--- config.mk ---
export PLATFORM = sky130hd
export DESIGN_NAME = fifo_drain
export DESIGN_NICKNAME = d
export VERILOG_FILES = /design/src/rtl/fifo_pkg.sv /design/src/rtl/fifo_drain_buf.sv /design/src/rtl/fifo_drain.sv
export SDC_FILE = /design/constraint.sdc
export NUM_CORES = 1
export LEC_CHECK = 0
export CORE_UTILIZATION = 50
export DETAILED_ROUTE_END_ITERATION = 6
export GPL_TIMING_DRIVEN = 1
export PLACE_DENSITY_LB_ADDON = 0.3
export SLEW_MARGIN = 15
export SYNTH_ARGS = -nofsm -noshare
export SYNTH_HDL_FRONTEND = slang
export SYNTH_SLANG_ARGS = --single-unit
export TNS_END_PERCENT = 100
--- constraint.sdc ---
create_clock -name Clock -period 5.95 [get_ports Clock]
set_clock_uncertainty 0.2 [all_clocks]
set_input_delay 0.8925 -clock Clock [delete_from_list [all_inputs] [get_ports Clock]]
set_output_delay 0.8925 -clock Clock [all_outputs]
set_load 0.01 [all_outputs]
--- src/rtl/fifo_pkg.sv ---
// rtl/fifo_pkg.sv - shared defaults and buffer occupancy encodings for fifo_drain
package fifo_pkg;

  localparam int DATA_WIDTH_DEF = 8;
  localparam int CNT_WIDTH_DEF  = 16;

  // Encodings equal the number of held entries, so the state doubles as the count.
  typedef enum logic [1:0] {
    BUF0 = 2'd0,
    BUF1 = 2'd1,
    BUF2 = 2'd2
  } buf_state_e;

endpackage

--- src/rtl/fifo_drain_buf.sv ---
// rtl/fifo_drain_buf.sv - two-entry in-order output buffer with push, pop, head data and held count
module fifo_drain_buf
  import fifo_pkg::*;
#(
  parameter int DATA_WIDTH = DATA_WIDTH_DEF
) (
  input  logic                  clk,
  input  logic                  resetn,
  input  logic                  push,
  input  logic                  pop,
  input  logic [DATA_WIDTH-1:0] push_data,
  output logic [DATA_WIDTH-1:0] head_data,
  output logic [1:0]            held
);

  buf_state_e            state;
  logic [DATA_WIDTH-1:0] tail_data;

  always_ff @(posedge clk) begin
    if (!resetn) begin
      state     <= BUF0;
      head_data <= '0;
      tail_data <= '0;
    end else begin
      case ({push, pop})
        2'b10: begin
          case (state)
            BUF0: begin
              head_data <= push_data;
              state     <= BUF1;
            end
            BUF1: begin
              tail_data <= push_data;
              state     <= BUF2;
            end
            default: ;
          endcase
        end
        2'b01: begin
          case (state)
            BUF1: state <= BUF0;
            BUF2: begin
              head_data <= tail_data;
              state     <= BUF1;
            end
            default: ;
          endcase
        end
        2'b11: begin
          // Occupancy is unchanged; the new word always lands behind any survivor.
          case (state)
            BUF1: head_data <= push_data;
            BUF2: begin
              head_data <= tail_data;
              tail_data <= push_data;
            end
            default: ;
          endcase
        end
        default: ;
      endcase
    end
  end

  assign held = state;

endmodule

--- src/rtl/fifo_drain.sv ---
// rtl/fifo_drain.sv - drains a synchronous FIFO into a valid/ready stream; FIFO_DRAIN_CNT_EN adds Drain_count
module fifo_drain
  import fifo_pkg::*;
#(
  parameter int DATA_WIDTH = DATA_WIDTH_DEF,
  parameter int CNT_WIDTH  = CNT_WIDTH_DEF
) (
  input  logic                  Clock,
  input  logic                  Fifo_rst,
  input  logic                  Empty,
  input  logic [DATA_WIDTH-1:0] Read_data,
  output logic                  Read_enable,
  output logic [DATA_WIDTH-1:0] Out_data,
  output logic                  Out_valid,
  input  logic                  Out_ready
`ifdef FIFO_DRAIN_CNT_EN
  ,
  output logic [CNT_WIDTH-1:0]  Drain_count
`endif
);

  logic [1:0] held;
  logic       rd_pend;
  logic       pop;
  logic [2:0] occupancy;

  assign Out_valid = Fifo_rst && (held != 2'd0);
  assign pop       = Out_valid && Out_ready;

  // Words held plus the one in flight, net of this cycle's pop, must leave room.
  assign occupancy   = {1'b0, held} + {2'b00, rd_pend} - {2'b00, pop};
  assign Read_enable = Fifo_rst && !Empty && (occupancy < 3'd2);

  always_ff @(posedge Clock) begin
    if (!Fifo_rst) begin
      rd_pend <= 1'b0;
    end else begin
      rd_pend <= Read_enable;
    end
  end

  fifo_drain_buf #(
    .DATA_WIDTH(DATA_WIDTH)
  ) u_buf (
    .clk       (Clock),
    .resetn    (Fifo_rst),
    .push      (rd_pend),
    .pop       (pop),
    .push_data (Read_data),
    .head_data (Out_data),
    .held      (held)
  );

`ifdef FIFO_DRAIN_CNT_EN
  always_ff @(posedge Clock) begin
    if (!Fifo_rst) begin
      Drain_count <= '0;
    end else if (pop) begin
      Drain_count <= Drain_count + 1'b1;
    end
  end
`endif

endmodule

# Word level (Yosys, flattened, before mapping)
# Index checks and enable logic that the tools add are counted.
# classes
magnitude_cmp,1
n_addsub,2
eq_ne,12
mux,10
n_reduce_logical,13
# ops
cell,count
$mux 8,4
$pmux 8 s2,2
$pmux 8 s3,1
$pmux 2 s2,3
$eq 2x2->1 const B,3
$ne 2x1->1 const B,3
$ne 3x2->1 const B,2
$reduce_and 3->1,2
$reduce_bool 2->1,3
$eq 2x1->1 const B,2
$logic_and 1x1->1,4
$reduce_and 4->1,1
$add 2x1->3,1
$lt 3x2->1 const B,1
$ne 3x1->1 const B,1
$reduce_bool 3->1,1
$sub 3x1->3,1
$logic_not 2->1,1
$ne 2x2->1 const B,1
$logic_not 1->1,1
# totals
register_bits,19
inputBits,12
word_cells,42
out_inout_bits,10

# Logic depth before layout (Yosys ltp)
# depth
word_depth,6
mapped_depth,6
depth_no_buf,5

# Hierarchy
# Synthesis repeated with hierarchy kept, for this count alone.
# hier_totals
hier_cells,133
area_unflattened_um2,1199.9
# modules_own_cells
mod,seq_area_each_um2,n_inst,area_per_inst_um2,cells_each
fifo_drain_buf,360.3,1,1099.8,122
fifo_drain,20.0,1,100.1,11

# Least setup slack after synthesis
# No wires, ideal clock.
# synth_timing
path_kind,input port to output port
start,input port Fifo_rst
end,output port Read_enable
stages,5
path_slack_ns,2.762
arrival_ns,2.095
n_path_buf,0
t_required_ns,4.858
path_cell_list,and4b_4 o21ai_1 fa_1 xor2_1 nor3_1
# synth_via
elab_chain_cells,5
elab_cells_between_ends,6
cone_classes,add/sub: 1; order compare: 1; reduce/logical: 4
# synth_rtl
element,line_no,source
start: declaration,fifo_drain.sv:9,"input logic Fifo_rst,"
$logic_and 1x1->1,fifo_drain.sv:27,assign Out_valid = Fifo_rst && (held != 2'd0);
$logic_and 1x1->1,fifo_drain.sv:28,assign pop = Out_valid && Out_ready;
$sub 3x1->3,fifo_drain.sv:31,"assign occupancy = {1'b0, held} + {2'b00, rd_pend} - {2'b00, pop};"
$lt 3x2->1,fifo_drain.sv:32,assign Read_enable = Fifo_rst && !Empty && (occupancy < 3'd2);
$logic_and 1x1->1 *,fifo_drain.sv:32,
end: declaration,fifo_drain.sv:12,"output logic Read_enable,"
# Mark *: on every way between the ends. The rest lies on a longest branch, timed or not.

# Final worst setup path
# Ends and elaborated chain as after synthesis.

==> impl_metrics.csv <==
group,metric,value,unit
run_status,status,"finished, final reports clean",
clocking,cts_tree,"built",
route,drtIter0Drc,9,
cells_and_area,post-route-util,66.52,%
setup_path,r2r_start,"u_buf.held[1]",
logic_synthesis,yosysWarnings,0,
clocking,cts_resized,0,
placed_design,finalWeightedCongestion,0.7200,
route,wire_per_inst,11.66,um
route,met2_length,813,um
placed_design,dpl_cell_area,0.001134,mm^2
floorplan,row_count,15,
route,drc_errors,0,
setup_path,reg2reg_depth,5,
cells_and_area,nNetsFinal,131,
hold_path,hp-class,"reg2reg",
logic_synthesis,ys.flop_type,"dfxtp_1",
timing,timing.fmax,225.3,MHz
global_routing,grt_pass1_vias,624,
placed_design,post-place-cells,138,
power,p_per_area,209.8,mW/mm^2
route,vias,729,
clocking,clk_pin_slew,100,ps
hold_path,hold_path_startpoint,"u_buf.tail_data[1]",
setup_path,path_common_cell,"clkdlybuf4s50_1",
global_routing,antenna_found_initial,0,
timing,holdWs,264.8,ps
floorplan,die_y,45.61,um
route,top_layer_used,"met3",
setup_path,cpPeakStageDelay,720,ps
logic_synthesis,ys_seq_area_share,40.00,%
route,wirelength,1.656,mm
clocking,holdBufCountCts,0,
timing,finalSetupViolations,0,
logic_synthesis,synth_nets,110,
logic_synthesis,synth_edf_count,0,
cells_and_area,insertedDiodeCount,0,
placed_design,io_buffers,21,
floorplan,core_area,0.001745,mm^2
cells_and_area,fin_area,0.001161,mm^2
setup_path,crit_type,"in2out",
clocking,htreeDepth,1,
cells_and_area,instances_no_fill,142,
route,antenna_left,0,
timing,worst_slew_pin_slew,505.5,ps
global_routing,grt_usage,18.11,%
setup_path,cp.required,4860,ps
route,route.met3.wl,90,um
setup_path,r2r_slack,4000,ps
timing,fin_crit_sh,74.61,%
clocking,cts_buffers,3,
setup_path,worstReg2RegEnd,"rd_pend",
route,viasPerCell,5.134,
power,p_leak,0.4088,nW
clocking,clockBufferDepth,2,
timing,fin_crit,4440,ps
logic_synthesis,syn_inst,97,
route,met1_length,751,um
logic_synthesis,synth_cell_type_count,25,
timing,timing.slew.headroom,66.30,%
hold_path,min_to,"u_buf.tail_data[1]",
logic_synthesis,synthesis.area,950.9,um^2
floorplan,io_pins,22,
floorplan,die_x,45.61,um
setup_path,crit_arrival,3350,ps
logic_synthesis,ys_async_sr_fraction,0,%
floorplan,initial_core_util,54.48,%
clocking,root_buffer,"clkbuf_4",
setup_path,cp-start-kind,"input pin",
setup_path,cp_slowest_cell,"clkdlybuf4s50_1",
global_routing,grt_max_degree,19,
cells_and_area,syn_to_final_growth,22.10,%
setup_path,worstPathCellList,"clkdlybuf4s50_1 -> and4b_4 -> o21ai_1 -> fa_1 -> xor2_1 -> nor3_1 -> clkdlybuf4s50_1",
clocking,cts_sinks,19,
route,drtPass1Iterations,4,
global_routing,grt_pass1_wl,2.656,mm
logic_synthesis,ys_seq_elements,19,
timing,rsz0062_at_grt,"false",
hold_path,worstHoldPathCells,2,
power,peakVddDrop,154.9,uV
timing,finalSetupTns,0,ps
clocking,postCtsSetupRepairBufs,0,
timing,maxSlewViolCount,0,
run,max-cap-violations,0,
timing,hold_viol_final,0,
floorplan,die_area,0.002080,mm^2
setup_path,crit_path_end_kind,"output pin",
cells_and_area,drive_gt1_share,8.547,%
setup_path,crit_path_max_fanout,13,
global_routing,overflow,0,
placed_design,dp_hpwl,1.225,mm
logic_synthesis,avgSynthCellArea,9.803,um^2
clocking,clk_latency,290,ps
critical path, delay by kind of cell:
| family | cells | cell delay [ps] |
|---|---|---|
| xor+xnor | 1 | 160 |
| buf+inv | 2 | 1280 |
| fa+ha+maj | 1 | 410 |
| simple gates | 2 | 510 |
| compound gates | 1 | 90 |
worst max path at each step:
stage | start | end | slack (ps) | depth (start not counted)
floorplan | Fifo_rst | Read_enable | 2760 | 5
detailed placement | Fifo_rst | Read_enable | 1500 | 7
global placement | Fifo_rst | Read_enable | 1530 | 7
finish | Fifo_rst | Read_enable | 1510 | 7
CTS | Fifo_rst | Read_enable | 1500 | 7
global route | Fifo_rst | Read_enable | 1410 | 7
placed cells by master (no fill, tap or decap), types with 2 or more instances in the layout:
cell type,synthesis,final
clkbuf_4,0,3
clkdlybuf4s50_1,0,21
a21oi_1,8,8
mux2i_1,16,16
o21ai_1,3,3
nand2b_1,3,3
nor2b_1,2,2
nor3_1,2,2
nand2_1,18,18
o21ai_0,8,8
a21boi_1,2,2
dfxtp_1,19,19
routing by layer:
| layer | vias to the layer above | GRT usage, % |
|---|---|---|
| met2 | 18 | 29.14 |
| li1 | 378 | - |
| met3 | 0 | 7.937 |
| met5 | - | 0 |
| met4 | 0 | 1.818 |
| met1 | 333 | 23.13 |
cell type report:
cell class              instances  area, um^2
clock buffers                   3       22.52
clock inverters                 1       5.005
fillers                       152       584.3
multi-input cells              72       504.2
flip-flops and latches         19       380.4
well taps                      25       31.28
repair buffers                 22       217.7
synthesized netlist by cell type (2+ instances only):
library cell	n	area, um^2
dfxtp_1	19	380.4
nand2_1	18	67.56
mux2i_1	16	160.2
a21oi_1	8	40.04
o21ai_0	8	40.04
nand2b_1	3	18.77
o21ai_1	3	15.01
a21boi_1	2	15.01
buf_6	2	22.52
nor2b_1	2	12.51
nor3_1	2	10.01
metrics by stage:
stage | power, W | setup WS (ps)
5_1_grt | 0.0002571 | 1406
3_3_place_gp | 0.0001833 | 1531
2_1_floorplan | 0.0001648 | 2762
6_report | 0.0002436 | 1510
3_5_place_dp | 0.0001846 | 1500
4_1_cts | 0.0002483 | 1501
report_power, final:
part           leakage (nW)  switching (W)  total [W]  internal (W)
logic                 0.236      0.0000189  0.0000435     0.0000246
clock network        0.0177      0.0000375  0.0000625     0.0000250
registers             0.155     0.00000419   0.000138      0.000133
flip-flops by register name (all words and copies together) (netlist names):
signal / count
u_buf.head_data: 8
rd_pend: 1
u_buf.tail_data: 8
u_buf.held: 2
logic make-up (layout without fill, tap and decap cells):
kind of cell,count (synthesis),count (layout),share of synthesized area (%)
simple gates,28,28,14.87
compound gates,25,25,17.10
flops,19,19,40.00
mux,17,17,18.03
buf+inv,6,26,6.972
fa+ha+maj,1,1,2.105
xor+xnor,1,1,0.9212
No activity file was read; power rests on OpenSTA's default activity.
